`config.mk`:
```
export PLATFORM = sky130hd
export DESIGN_NAME = seq_divider_16bit
export DESIGN_NICKNAME = d
export VERILOG_FILES = /design/src/rtl/seq_divider_16bit_pkg.sv /design/src/rtl/seq_divider_16bit_div_step.sv /design/src/rtl/seq_divider_16bit.sv
export SDC_FILE = /design/constraint.sdc
export NUM_CORES = 1
export LEC_CHECK = 0
export CAP_MARGIN = 20
export CORE_MARGIN = 1.5
export CORE_UTILIZATION = 50
export DETAILED_ROUTE_END_ITERATION = 8
export PLACE_DENSITY = 0.78
export SETUP_SLACK_MARGIN = 0.02
export SLEW_MARGIN = 30
export SYNTH_ARGS = -nofsm -noshare
export SYNTH_HDL_FRONTEND = slang
export SYNTH_SLANG_ARGS = --single-unit
```
`constraint.sdc`:
```
create_clock -name clk -period 5.4 [get_ports clk]
set_input_delay 1.35 -clock clk [delete_from_list [all_inputs] [get_ports clk]]
set_output_delay 1.35 -clock clk [all_outputs]
set_load 0.01 [all_outputs]
```
`src/rtl/seq_divider_16bit_pkg.sv`:
```
// Shared types and constants for the 16-bit sequential signed divider.
package seq_divider_16bit_pkg;

   typedef enum logic [1:0] {
      S_IDLE = 2'd0,
      S_CALC = 2'd1,
      S_FIX  = 2'd2
   } state_e;

   localparam int          ITER_COUNT = 16;
   localparam logic [15:0] SAT_POS    = 16'h7FFF;
   localparam logic [15:0] SAT_NEG    = 16'h8000;
   localparam logic [3:0]  CNT_LAST   = 4'(ITER_COUNT - 1);

endpackage

```
`src/rtl/seq_divider_16bit_div_step.sv`:
```
// One restoring division step: shift in the next dividend bit, compare, subtract.
module seq_divider_16bit_div_step (
   input  logic [15:0] rem_i,
   input  logic        bit_i,
   input  logic [16:0] dvs_i,
   output logic [15:0] rem_o,
   output logic        q_o
);

   logic [16:0] shifted;
   logic [15:0] diff;

   // The partial remainder is always below |divisor| <= 2^15, so 16 bits hold it
   // and the difference never needs bit 16.
   assign shifted = {rem_i, bit_i};
   assign q_o     = (shifted >= dvs_i);
   assign diff    = shifted[15:0] - dvs_i[15:0];
   assign rem_o   = q_o ? diff : shifted[15:0];

endmodule

```
`src/rtl/seq_divider_16bit.sv`:
```
// 16-bit signed sequential divider: restoring shift-subtract on magnitudes, signs
// and saturation applied in a final fix-up cycle.
//   state  | meaning
//   S_IDLE | waiting for start; operands captured on acceptance
//   S_CALC | one shift-subtract step per cycle, 16 cycles
//   S_FIX  | apply signs / saturation, register results, pulse done
module seq_divider_16bit
   import seq_divider_16bit_pkg::*;
(
   input  logic        clk,
   input  logic        rst_n,
   input  logic        start,
   input  logic [15:0] dividend,
   input  logic [15:0] divisor,
   output logic        busy,
   output logic        done,
   output logic [15:0] quotient,
   output logic [15:0] remainder,
   output logic        ovfl,
   output logic        div_by_zero
);

   state_e      state_q, state_d;
   logic [3:0]  cnt_q, cnt_d;
   logic [15:0] dvd_q, dvd_d;
   logic [16:0] dvs_q, dvs_d;
   logic [15:0] rem_q, rem_d;
   logic        qneg_q, qneg_d;
   logic        rneg_q, rneg_d;
   logic        dz_q, dz_d;
   logic [15:0] quo_q, quo_d;
   logic [15:0] rmd_q, rmd_d;
   logic        ovfl_q, ovfl_d;
   logic        dzo_q, dzo_d;
   logic        done_q, done_d;

   logic [15:0] step_rem;
   logic        step_q;
   logic [15:0] rmag;
   logic [15:0] fix_quo;
   logic [15:0] fix_rmd;
   logic        fix_ovfl;

   seq_divider_16bit_div_step u_step (
      .rem_i (rem_q),
      .bit_i (dvd_q[15]),
      .dvs_i (dvs_q),
      .rem_o (step_rem),
      .q_o   (step_q)
   );

   // After CALC, dvd_q holds |quotient|; on divide-by-zero it still holds |dividend|.
   always_comb begin
      rmag     = dz_q ? dvd_q : rem_q;
      fix_rmd  = rneg_q ? 16'(-rmag) : rmag;
      fix_quo  = dvd_q;
      fix_ovfl = 1'b0;
      if (dz_q) begin
         fix_quo  = rneg_q ? SAT_NEG : SAT_POS;
         fix_ovfl = 1'b1;
      end else if (qneg_q) begin
         fix_quo = 16'(-dvd_q);
      end else if (dvd_q[15]) begin
         fix_quo  = SAT_POS;
         fix_ovfl = 1'b1;
      end
   end

   always_comb begin
      state_d = state_q;
      cnt_d   = cnt_q;
      dvd_d   = dvd_q;
      dvs_d   = dvs_q;
      rem_d   = rem_q;
      qneg_d  = qneg_q;
      rneg_d  = rneg_q;
      dz_d    = dz_q;
      quo_d   = quo_q;
      rmd_d   = rmd_q;
      ovfl_d  = ovfl_q;
      dzo_d   = dzo_q;
      done_d  = 1'b0;
      case (state_q)
         S_IDLE: begin
            if (start && !done_q) begin
               dvd_d   = dividend[15] ? 16'(-dividend) : dividend;
               dvs_d   = {1'b0, (divisor[15] ? 16'(-divisor) : divisor)};
               rem_d   = '0;
               cnt_d   = '0;
               qneg_d  = dividend[15] ^ divisor[15];
               rneg_d  = dividend[15];
               dz_d    = (divisor == '0);
               state_d = (divisor == '0) ? S_FIX : S_CALC;
            end
         end
         S_CALC: begin
            dvd_d = {dvd_q[14:0], step_q};
            rem_d = step_rem;
            cnt_d = cnt_q + 4'd1;
            if (cnt_q == CNT_LAST) state_d = S_FIX;
         end
         S_FIX: begin
            quo_d   = fix_quo;
            rmd_d   = fix_rmd;
            ovfl_d  = fix_ovfl;
            dzo_d   = dz_q;
            done_d  = 1'b1;
            state_d = S_IDLE;
         end
         default: state_d = S_IDLE;
      endcase
   end

   always_ff @(posedge clk or negedge rst_n) begin
      if (!rst_n) begin
         state_q <= S_IDLE;
         cnt_q   <= '0;
         dvd_q   <= '0;
         dvs_q   <= '0;
         rem_q   <= '0;
         qneg_q  <= 1'b0;
         rneg_q  <= 1'b0;
         dz_q    <= 1'b0;
         quo_q   <= '0;
         rmd_q   <= '0;
         ovfl_q  <= 1'b0;
         dzo_q   <= 1'b0;
         done_q  <= 1'b0;
      end else begin
         state_q <= state_d;
         cnt_q   <= cnt_d;
         dvd_q   <= dvd_d;
         dvs_q   <= dvs_d;
         rem_q   <= rem_d;
         qneg_q  <= qneg_d;
         rneg_q  <= rneg_d;
         dz_q    <= dz_d;
         quo_q   <= quo_d;
         rmd_q   <= rmd_d;
         ovfl_q  <= ovfl_d;
         dzo_q   <= dzo_d;
         done_q  <= done_d;
      end
   end

   assign busy        = (state_q != S_IDLE);
   assign done        = done_q;
   assign quotient    = quo_q;
   assign remainder   = rmd_q;
   assign ovfl        = ovfl_q;
   assign div_by_zero = dzo_q;

endmodule
```
# After elaboration in Yosys (flattened, before gate mapping)
# Index checks and enable logic that the tools add are counted.
[totals]
ff_bits = 92
input_bits = 35
out_inout_bits = 36
wordCells = 58
[classes]
n_addsub = 6
n_lt_le_gt_ge = 1
n_eq_ne = 5
mux = 23
bitwise = 1
reduce_logical = 9
[op_table]
columns = ["operator", "count"]
rows = [
  ["$mux W16", 10],
  ["$neg A16 Y16", 4],
  ["$pmux W16 S2", 2],
  ["$ge A17 B16 Y1", 1],
  ["$logic_not A16 Y1", 1],
  ["$sub A16 B16 Y16", 1],
  ["$mux W15", 1],
  ["$pmux W4 S2", 1],
  ["$mux W2", 3],
  ["$reduce_and A2 Y1", 3],
  ["$add A4 B1 Y4 const B", 1],
  ["$eq A4 B4 Y1 const B", 1],
  ["$mux W1", 4],
  ["$mux W4", 1],
  ["$ne A2 B2 Y1 const B", 2],
  ["$pmux W2 S2", 1],
  ["$reduce_bool A2 Y1", 2],
  ["$eq A2 B1 Y1 const B", 1],
  ["$eq A2 B2 Y1 const B", 1],
  ["$logic_not A2 Y1", 1],
  ["$logic_and A1 B1 Y1", 1],
  ["$logic_not A1 Y1", 1],
  ["$xor A1 B1 Y1", 1],
]

# Longest topological paths before layout
[depth]
word_depth = 4
mapped_depth = 11
mapped_depth_nobuf = 9

# By module
# Synthesis repeated with hierarchy kept, for this count alone.
[hier_totals]
hier_cells = 746
area_unflattened_um2 = 6398.6
[by_module_without_submodules]
columns = ["module", "n_inst", "cells_each", "area_each_um2", "seq_area_each_um2"]
rows = [
  ["seq_divider_16bit", 1, 605, 5276.3, 2302.2],
  ["seq_divider_16bit_div_step", 1, 141, 1122.3, 0.0],
]

# Worst setup path after synthesis
# No wires, ideal clock.
[synth_path]
path_type = "input to register"
from = "input port divisor[8]"
to = "register state_q[0]"
setup_time_ps = 137
t_arrival_ps = 2623
required_time_ps = 5263
slack_ps = 2639
path_stages = 4
n_path_buf = 0
path_cell_list = "or4_1 or4_1 nor3_1 o22ai_1"
[synth_via]
elab_chain_len = 4
[synth_rtl]
columns = ["element", "line_no", "rtl"]
rows = [
  ["from (decl)", "seq_divider_16bit.sv:14", "input logic [15:0] divisor,"],
  ["$logic_not A16 Y1", "seq_divider_16bit.sv:93", "state_d = (divisor == '0) ? S_FIX : S_CALC;"],
  ["$mux W2", "seq_divider_16bit.sv:93", ""],
  ["$mux W2", "seq_divider_16bit.sv:85", "if (start && !done_q) begin"],
  ["$pmux W2 S2", "seq_divider_16bit.sv:83", "case (state_q)"],
  ["to (signal assigned)", "seq_divider_16bit.sv:130", "state_q <= state_d;"],
  ["to (decl)", "seq_divider_16bit.sv:23", "state_e state_q, state_d;"],
]
# No other way between the ends. The select of a mux whose other input is x is not followed.
# A chain may end at the register's enable or synchronous reset.

# Final worst setup path
[layout_path]
from = "input port divisor[8]"
to = "register dz_q"
[layout_via]
elab_chain_len = 1
[layout_rtl]
columns = ["element", "line_no", "rtl"]
rows = [
  ["$logic_not A16 Y1", "seq_divider_16bit.sv:92", "dz_d = (divisor == '0);"],
  ["to (signal assigned)", "seq_divider_16bit.sv:137", "dz_q <= dz_d;"],
  ["to (decl)", "seq_divider_16bit.sv:30", "logic dz_q, dz_d;"],
]
# No other way between the ends.

==> results.txt <==
----------------------------------------------------
[Global route]
  Remaining global-route overflow ... 0
  Met2 usage ... 41.9%
  Met3 routing resource usage after global routing ... 3.95%
  Via count of the first global-routing pass ... 5507
  Wire length of the first global-routing pass ... 28100 um
  Met1 Resource Use GR ... 38.8%
  Busiest grt layer ... met2
  Antenna violations before repair ... 0
  GRT Resource Usage Total ... 26.8%
  Maximum number of pins on one net before global-route repair ... 93

[Power]
  Worst IR drop on VDD ... 238 uV
  Leakage ... 0.00302 uW
  PD cells ... 642 nW/um^2

[Setup path]
  Crit-path most repeated cell ... sky130_fd_sc_hd__or4_1
  Crit path max-delay family ... simple AND/OR/NAND/NOR gates
  Crit end category ... flip-flop
  Kind of critical path ... in2reg
  CP Max Fanout ... 5
  Crit path required time ... 5.67 ns
  Type of element launching the critical path ... input pin
  Buffering stage count on the worst path with inverters included ... 1
  Data arrival time of the critical path ... 3.41 ns
  CP startpoint ... divisor[8]
  Critical path's slowest cell ... sky130_fd_sc_hd__or4_1
  Crit-path max cell delay ... 0.61 ns
  Cells along the critical path ... clkdlybuf4s50_1 -> or4_1 -> or4_1 -> nor3_1 -> nand2_1 -> o21ai_0
  Critical register-to-register path startpoint ... rem_q[13]

[STA]
  Final number of setup-violating endpoints ... 0
  Unrepaired setup endpoints after global routing ... false
  Final hold violations ... 0
  Worst max-slew margin expressed relative to the limit ... 39.0%
  Final setup skew ... 0.00769 ns
  Aggregate negative setup slack ... 0 ns
  Share of the clock period used by the worst path after layout ... 58.3%
  Measured slew at the worst slew-check pin ... 0.911 ns
  Final Max Tran Viols ... 0
  Hold slack final ... 0.477 ns
  Maximum operating frequency ... 318 MHz
  Shortest period the worst path allows ... 3.15 ns

[Yosys]
  Netlist cell types ... 65
  Instance count of the mapped netlist ... 740
  Number of warnings issued by yosys ... 0
  Area leader, netlist ... sky130_fd_sc_hd__dfrtp_1
  Synthesized area divided by synthesized cell count ... 8.46 sq um
  Area share of the largest cell type after synthesis ... 36.8%
  Number of nets in the synthesized netlist ... 797
  Synth cell count leaders ... sky130_fd_sc_hd__dfrtp_1 (92), sky130_fd_sc_hd__nand2_1 (91), sky130_fd_sc_hd__o21ai_0 (78), sky130_fd_sc_hd__nor2_1 (41), sky130_fd_sc_hd__a21oi_1 (40)
  Most instantiated flip-flop cell in the synthesis netlist ... sky130_fd_sc_hd__dfrtp_1
  Flop and latch count out of synthesis ... 92
  Number of synthesized flops with an enable pin ... 0
  Leading cell type by number of instances after synthesis ... sky130_fd_sc_hd__dfrtp_1
  Area of the mapped netlist ... 6260 sq um
  Async SR Flop Fraction ... 100%
  Top post-synthesis cells by area ... sky130_fd_sc_hd__dfrtp_1 (37%), sky130_fd_sc_hd__o21ai_0 (6.2%), sky130_fd_sc_hd__nand2_1 (5.5%), sky130_fd_sc_hd__xor2_1 (4.6%), sky130_fd_sc_hd__ha_1 (4.2%)
  Fraction of the yosys area taken by sequential cells ... 36.8%

[Route]
  Vias per cell ... 6.06
  Via count ... 5765
  DRT iter0 DRCs ... 478
  DRC violation count after routing ... 0
  Length of the first detailed-routing pass in iterations ... 5
  Number of nets with antenna violations after routing ... 0
  Average routed wire per standard cell ... 18.0 um
  Final wirelength ... 17100 um

[Min path]
  Hold path startpoint ... quotient[0]
  Path class of the lowest-slack min-delay path ... reg2reg

[Floorplan]
  IO Pins ... 71
  DIE WIDTH ... 115 um
  Vertical die dimension ... 115 um
  Starting Density ... 51.7%
  Placeable core region ... 12100 sq um
  Placement row count ... 40
  DIE AREA ... 13200 sq um

[CTS]
  Maximum count of clock buffers along a single path ... 2
  Cell chosen for the clock root ... sky130_fd_sc_hd__clkbuf_16
  Clock tree from TritonCTS ... built
  Clk sinks ... 92
  Hold Buf Count CTS ... 0
  Setup fix buffers added after clock tree synthesis ... 0
  Later-pin clock latency in the skew report ... 0.35 ns
  CTS clk-pin slew, worst paths ... 0.06 ns
  Total CTS buffers ... 9
  Quantity of gates resized following cts ... 0
  H-tree levels ... 3

[Finish]
  Finished Cell Area ... 7310 sq um
  Final core utilization ... 60.4%
  Filler cell count in the final layout ... 1118
  Proportion of layout cells with a drive suffix above 1 ... 5.36%
  Relative area change from synthesis to final layout ... 16.7%
  Number of nets at the end of the flow ... 836
  Ant. Diodes ... 0

[Placed design]
  Post-DP HPWL ... 12400 um
  Buffers added on ports ... 70
  Placer Congestion ... 0.969
  Cell area after placement ... 7020 sq um

[Run]
  Max-cap check violation count ... 0

[Run status]
  Outcome ... complete, no violations

----------------------------------------------------
[tightest hold or removal path: stages, from the launching register on]
cell	delay (ns)
sky130_fd_sc_hd__dfrtp_1	0.34
sky130_fd_sc_hd__nand2_1	0.06
sky130_fd_sc_hd__nand2_1	0.05
[logic make-up (layout without fill, tap and decap cells)]
group | after synthesis | after routing | synth area share, %
muxes | 18 | 18 | 2.92
and+or+nand+nor | 245 | 245 | 19.9
xor gates and xnor gates | 53 | 53 | 7.41
DFF | 92 | 92 | 36.8
adders and majority gates | 22 | 22 | 4.51
buffers and inverters | 76 | 120 | 4.85
AOI/OAI and AO/OA | 234 | 234 | 23.7
[sequential cells by signal, indices dropped and copies added, names as in the netlist]
signal / count
ovfl: 1
state_q: 2
dvs_q: 16
dz_q: 1
remainder: 16
quotient: 16
cnt_q: 4
qneg_q: 1
done: 1
dvd_q: 16
rem_q: 16
div_by_zero: 1
rneg_q: 1
[metrics by stage]
step	power, uW	worst slack, ns	cells
2_1_floorplan	3200	2.64	740
3_3_place_gp	3920	1.92	936
3_5_place_dp	4020	1.90	936
4_1_cts	4650	2.25	952
5_1_grt	5050	2.16	952
6_report	4690	2.25	952
[metal layers]
layer  part of all wire (%)  routed length, um
met3                    5.5                947
met4                    1.8                300
met2                     46               7860
met5                      0                  0
met1                     47               8010
[final timing paths]
path | endpoint | slack [ns] | cells after the start
min | quotient[0] | 0.48 | 2
max reg2reg | rem_q[4] | 2.47 | 7
max in group asynchronous | remainder[0] | 3.71 | 1
max | dz_q | 2.25 | 6
min reg2reg | quotient[0] | 0.48 | 2
min in group asynchronous | remainder[2] | 1.01 | 1
[area by class of cell]
type,instances,area [sq um],area share (%)
Clock inverter,5,52.6,0.719
Timing Repair Buffer,75,739,10.1
Inverter,29,109,1.49
Sequential cell,92,2300,31.5
Multi-Input combinational cell,572,3670,50.1
Tap cell,168,210,2.87
Clock buffer,11,233,3.18
[cells in the final DEF (no fill, tap or decap), types with 13 or more instances in the layout]
cell and count:
sky130_fd_sc_hd__mux2i_1 16, sky130_fd_sc_hd__a21oi_1 40, sky130_fd_sc_hd__nand4_1 13, sky130_fd_sc_hd__nor2_1 40, sky130_fd_sc_hd__nand3_1 23, sky130_fd_sc_hd__a22oi_1 16
sky130_fd_sc_hd__ha_1 21, sky130_fd_sc_hd__a31oi_1 13, sky130_fd_sc_hd__nor3_1 15, sky130_fd_sc_hd__o21ai_0 78, sky130_fd_sc_hd__xnor2_1 20, sky130_fd_sc_hd__clkdlybuf4s50_1 69
sky130_fd_sc_hd__xor2_1 33, sky130_fd_sc_hd__dfrtp_1 92, sky130_fd_sc_hd__nand2_1 91, sky130_fd_sc_hd__inv_1 29
[power breakdown]
group	switching, uW	total (uW)	internal (uW)
combinational	1470	2630	1160
sequential	448	1440	990
clock	268	624	357
total	2180	4690	2510
Power figures use the tool's default switching activity.
==> variant 1: new RTL, same settings <==
Encoding of `state_e`: now one-hot (3 bits for 3 states).
--- a/src/rtl/seq_divider_16bit_pkg.sv
+++ b/src/rtl/seq_divider_16bit_pkg.sv
@@ -3,6 +3,6 @@
 
-   typedef enum logic [1:0] {
-      S_IDLE = 2'd0,
-      S_CALC = 2'd1,
-      S_FIX  = 2'd2
+   typedef enum logic [2:0] {
+      S_IDLE = 3'b001,
+      S_CALC = 3'b010,
+      S_FIX  = 3'b100
    } state_e;
Function: same outputs for any inputs over 10 cycles, from zero or initial values and one cycle with rst_n low; not proved beyond that.
==> variant 1 against the original RTL <==
- combinational power decreased by 7%
- cell area increased by 0.24%
- sequential cell count increased by 1
- sequential share of layout area is 0.28 points higher
- die area is essentially flat
- routed wire length decreased by 3.4%
- first-iteration DRC count up 5.0%
- core utilization increased by 0.14 points
- power shrank 7.2%
- sequential power shrank 15%
- worst setup slack worse by 0.026 ns
- area after synthesis hardly changed
- critical path depth up 1
- critical path type unchanged
- critical endpoint is now dvs_q[13]
- largest cell class unchanged
- largest power group unchanged
==> variant 1: results (changes against the original RTL) <==
Global route
  – Tot GR Track Use: 0.266 (-0.00171)
  – First-pass GRT wire length: 27.5 mm (-2.0%)
  – Met1 usage: 0.378 (-0.0101)
  – M2 GR Usage: 0.424 (+0.00437)
  – M3 GR Usage: 0.0438 (+0.00422)

Power and ir drop
  – Max IR drop VDD: 0.000367 V (+54%)
  – Comb pwr: 0.00244 W (-7%)
  – Clock Power Share: 0.159 (+0.026)
  – Static Leakage: 3.06 nW (+1.4%)

Yosys
  – Syn_nets: 785 (-1.5%)
  – Synth Instances: 728 (-1.6%)
  – Post-synth cell types: 71 (+9.2%)
  – Top cell type's share of synthesized area: 0.368 (about the same)
  – Register area share after synthesis: 0.372 (+0.00427)
  – Top cells by count, synth: dfrtp_1 (92), nand2_1 (90), o21ai_0 (59), nor2_1 (46), a21oi_1 (40)
  – Largest cells by area after synthesis: dfrtp_1 (37%), nand2_1 (5.4%), xor2_1 (5.2%)

STA
  – Worst Max-Slew Pin Slew: 0.953 ns (+0.0419 ns)
  – Final Skew: 0.0107 ns (+0.00303 ns)

Drt
  – Vias/cell: 6.00 (-0.99%)
  – Average wire per standard cell: 17.6 um (-1.9%)
  – Met2 routed WL: 7.68 mm (-2.3%)
  – Met1 Wirelength: 7.69 mm (-4.0%)
  – 1st-iter DRT viols: 502 (+5.0%)
  – Length of routed met3 wiring: 866 um (-8.6%)

Placement
  – Placer Congestion: 0.914 (-5.7%)
  – Detailed Place HPWL: 12.1 mm (-2.3%)
  – Dpl cells: 922 (-1.5%)

Finish
  – Layout net count: 822 (-1.7%)
  – Final Instance Count excl. Fillers: 938 (-1.5%)
  – Fraction of layout cells with a size suffix above 1: 0.0636 (+0.0101)
  – Filler Cell Count: 1,093 (-2.2%)

Outcome
  – Status: finished, final reports clean
variant 1: cell count changes after synthesis, sizes merged, moves of 4 or more:
| cell | before | now |
|---|---|---|
| nor3 | 15 | 24 |
| nand3 | 23 | 19 |
| xor2 | 33 | 37 |
| o22a | 1 | 5 |
| o211ai | 12 | 18 |
| or3 | 8 | 2 |
| a311o | 2 | 6 |
| o21ai | 88 | 77 |
| nand2b | 11 | 2 |
| a21o | 7 | 2 |
| nand4 | 13 | 7 |
| nor2 | 41 | 46 |
variant 1: area by class of cell:
type,instances,area share
flip-flops and latches,93,0.318
inverters,29,0.0149
clock buffers,9,0.0307
clock inverters,7,0.0133
repair buffers,75,0.100
well taps,168,0.0287
multi-input cells,557,0.494
variant 1: tightest hold or removal path, delay by kind of cell, from the launching register on:
kind / cells / cell delay [ns]
flops: 1 / 0.34
simple gates: 1 / 0.05
compound gates: 1 / 0.06
variant 1: final timing paths:
path,start,endpoint,slack [ns],cells after the start
min in group asynchronous,rst_n,dvs_q[5],1.07,1
worst min register to register,div_by_zero,div_by_zero,0.48,2
worst max-delay path,divisor[2],dvs_q[13],2.23,7
worst min-delay path,div_by_zero,div_by_zero,0.48,2
worst max register to register,dvd_q[15],rem_q[10],2.51,9
max in group asynchronous,rst_n,ovfl,3.37,2
variant 1: cells by family after synthesis:
family                   Yosys count  synth area share
AO/OA/AOI/OAI                    224             0.235
XOR/XNOR                          59            0.0825
adder cells (fa/ha/maj)           22            0.0452
buffers and inverters             78            0.0508
flip-flops                        93             0.372
multiplexers                      19            0.0308
AND/OR/NAND/NOR                  233             0.184
==> variant 2: new RTL, same settings <==
Without the edit above. Change the package constant `ITER_COUNT` from 16 to 12.
--- a/src/rtl/seq_divider_16bit_pkg.sv
+++ b/src/rtl/seq_divider_16bit_pkg.sv
@@ -9,3 +9,3 @@
 
-   localparam int          ITER_COUNT = 16;
+   localparam int          ITER_COUNT = 12;
    localparam logic [15:0] SAT_POS    = 16'h7FFF;
Behaviour: same outputs for any inputs over 10 cycles, from zero or initial values and one cycle with rst_n low; that may be too few to reach the edited logic, so the function may still have changed.
==> variant 2 against the original RTL <==
- sequential cell count stayed put
- cell area is 1.8% lower
- largest power group unchanged
- routed wire length is 6.9% lower
- hold slack better by 0.0013 ns
- power is 2.1% lower
- area after synthesis is 1.9% lower
- worst setup slack worse by 0.066 ns
- via count is 1.9% lower
==> variant 2: results (changes against the original RTL) <==
Drt
  – Vias post-DR: 5,653 (-1.9%)
  – Total iterations of the first detailed-routing run: 8 (+3)
  – 1st-iter DRT viols: 414 (-13%)

Placement
  – Detailed Place HPWL: 11.9 mm (-4.0%)
  – Dpl cell area: 6900 um^2 (-1.8%)
  – Pre-CTS setup slack: 1.82 ns (-0.0729 ns)
  – Placer Congestion: 1.00 (+3.3%)

STA
  – Final Skew: 0.00697 ns (-0.000722 ns)
  – Slew margin rel.: 0.362 (-0.0279)
  – Setup ws final: 2.19 ns (-0.0663 ns)

Outcome
  – Status: finished, final reports clean

Finish
  – Seq area share: 0.321 (+0.00576)
  – Non-clock buffer share of cell area: 0.105 (+0.00342)
  – Filler Cell Count: 1,074 (-3.9%)
  – Footprint of the multi-input gates: 3550 um^2 (-3.1%)
  – Layout net count: 827 (-1.1%)
  – Clock buffer count: 10 (-1)
  – Clock buf/inv share: 0.0387 (-0.000332)
  – Non-clock inverter count: 30 (+3.4%)
  – Signal buffers: 77 (+2.7%)
  – Final Instance Count excl. Fillers: 921 (-3.3%)
  – Ant. Diodes: 0 (unchanged)
  – Fraction of layout cells with a size suffix above 1: 0.0478 (-0.00577)

Yosys
  – Syn_nets: 785 (-1.5%)
  – Post-synth cell types: 60 (-7.7%)
  – Synth Instances: 728 (-1.6%)
  – Top cells by count, synth: dfrtp_1 (92), nand2_1 (91), o21ai_0 (88), nor2_1 (39), clkbuf_1 (38)
  – Asr flop ratio synth: 1.00 (unchanged)
  – Register area share after synthesis: 0.375 (+0.00719)
  – Xor/xnor share of the synthesized area: 0.0741 (about the same)
  – Post-Synth Adder-Cell Area: 0.0460 (+0.000883)
  – Largest cells by area after synthesis: dfrtp_1 (37%), o21ai_0 (7.2%), nand2_1 (5.6%)
  – Main synth FF type: dfrtp_1
  – Post-synthesis compound-gate area fraction: 0.230 (-0.00678)

Global route
  – Vias in the first global route: 5,381 (-2.3%)
  – Largest net degree at the start of global routing: 58 (-38%)
  – Tot GR Track Use: 0.256 (-0.0120)
  – First-pass GRT wire length: 26.4 mm (-6.1%)

Power and ir drop
  – Sw Pwr: 0.00212 W (-2.7%)
  – Static Leakage: 2.97 nW (-1.6%)
  – Max IR drop VDD: 0.000258 V (+8.3%)

Setup path
  – Worst path max stage delay: 0.49 ns (-0.12 ns)
  – Critical path origin: dividend[6]
  – R2R Path End: rem_q[14]
  – Worst reg-to-reg setup slack: 2.40 ns (-0.07 ns)

Clock network
  – Clk slew on worst S/H paths: 0.06 ns (about the same)

Die
  – # Taps: 147 (-13%)
-- variant 2: cell types whose count changed in the layout (fill, tap and decap cells not counted), sizes merged, moves of 5 or more --
cell	change
nand4	-9
o21ai	+10
o211ai	-10
mux2i	+5
and3	-6
xor2	-5
o21bai	-5
or4	+7
a32oi	+7
-- variant 2: worst min path at each step --
| stage | depth (start not counted) | slack, ns | to | startpoint |
|---|---|---|---|---|
| 2_1_floorplan | 1 | 0.45 | cnt_q[3] | cnt_q[3] |
| 3_3_place_gp | 2 | 0.45 | quotient[0] | quotient[0] |
| 3_5_place_dp | 2 | 0.47 | quotient[0] | quotient[0] |
| 4_1_cts | 2 | 0.49 | quotient[0] | quotient[0] |
| 5_1_grt | 2 | 0.51 | dvs_q[5] | dvs_q[5] |
| 6_report | 2 | 0.48 | quotient[0] | quotient[0] |
-- variant 2: routing by layer --
layer | share of wire | routed length (um) | vias to the layer above | global-route usage
met5 | 0 | 0 | - | 0
met4 | 0.029 | 456 | 0 | 0.0950
met3 | 0.061 | 973 | 30 | 0.0595
met2 | 0.47 | 7530 | 175 | 0.412
met1 | 0.44 | 6980 | 2720 | 0.338
li1 | - | - | 2728 | -
-- variant 2: power by group through the flow --
stage	clock [W]	combinational [W]	sequential, W
2_1_floorplan	0	0.00191	0.00125
3_3_place_gp	0	0.00247	0.00141
3_5_place_dp	0	0.00254	0.00143
4_1_cts	0.000603	0.00256	0.00142
5_1_grt	0.000631	0.00286	0.00147
6_report	0.000594	0.00257	0.00143
-- variant 2: cells by family (layout without fill, tap and decap cells) --
kind of cell               after synthesis  in the layout
muxes                                   23             23
adders and majority gates               22             22
xor gates and xnor gates                52             52
DFF                                     92             92
and+or+nand+nor                        234            234
buffers and inverters                   76            122
AOI/OAI and AO/OA                      229            229
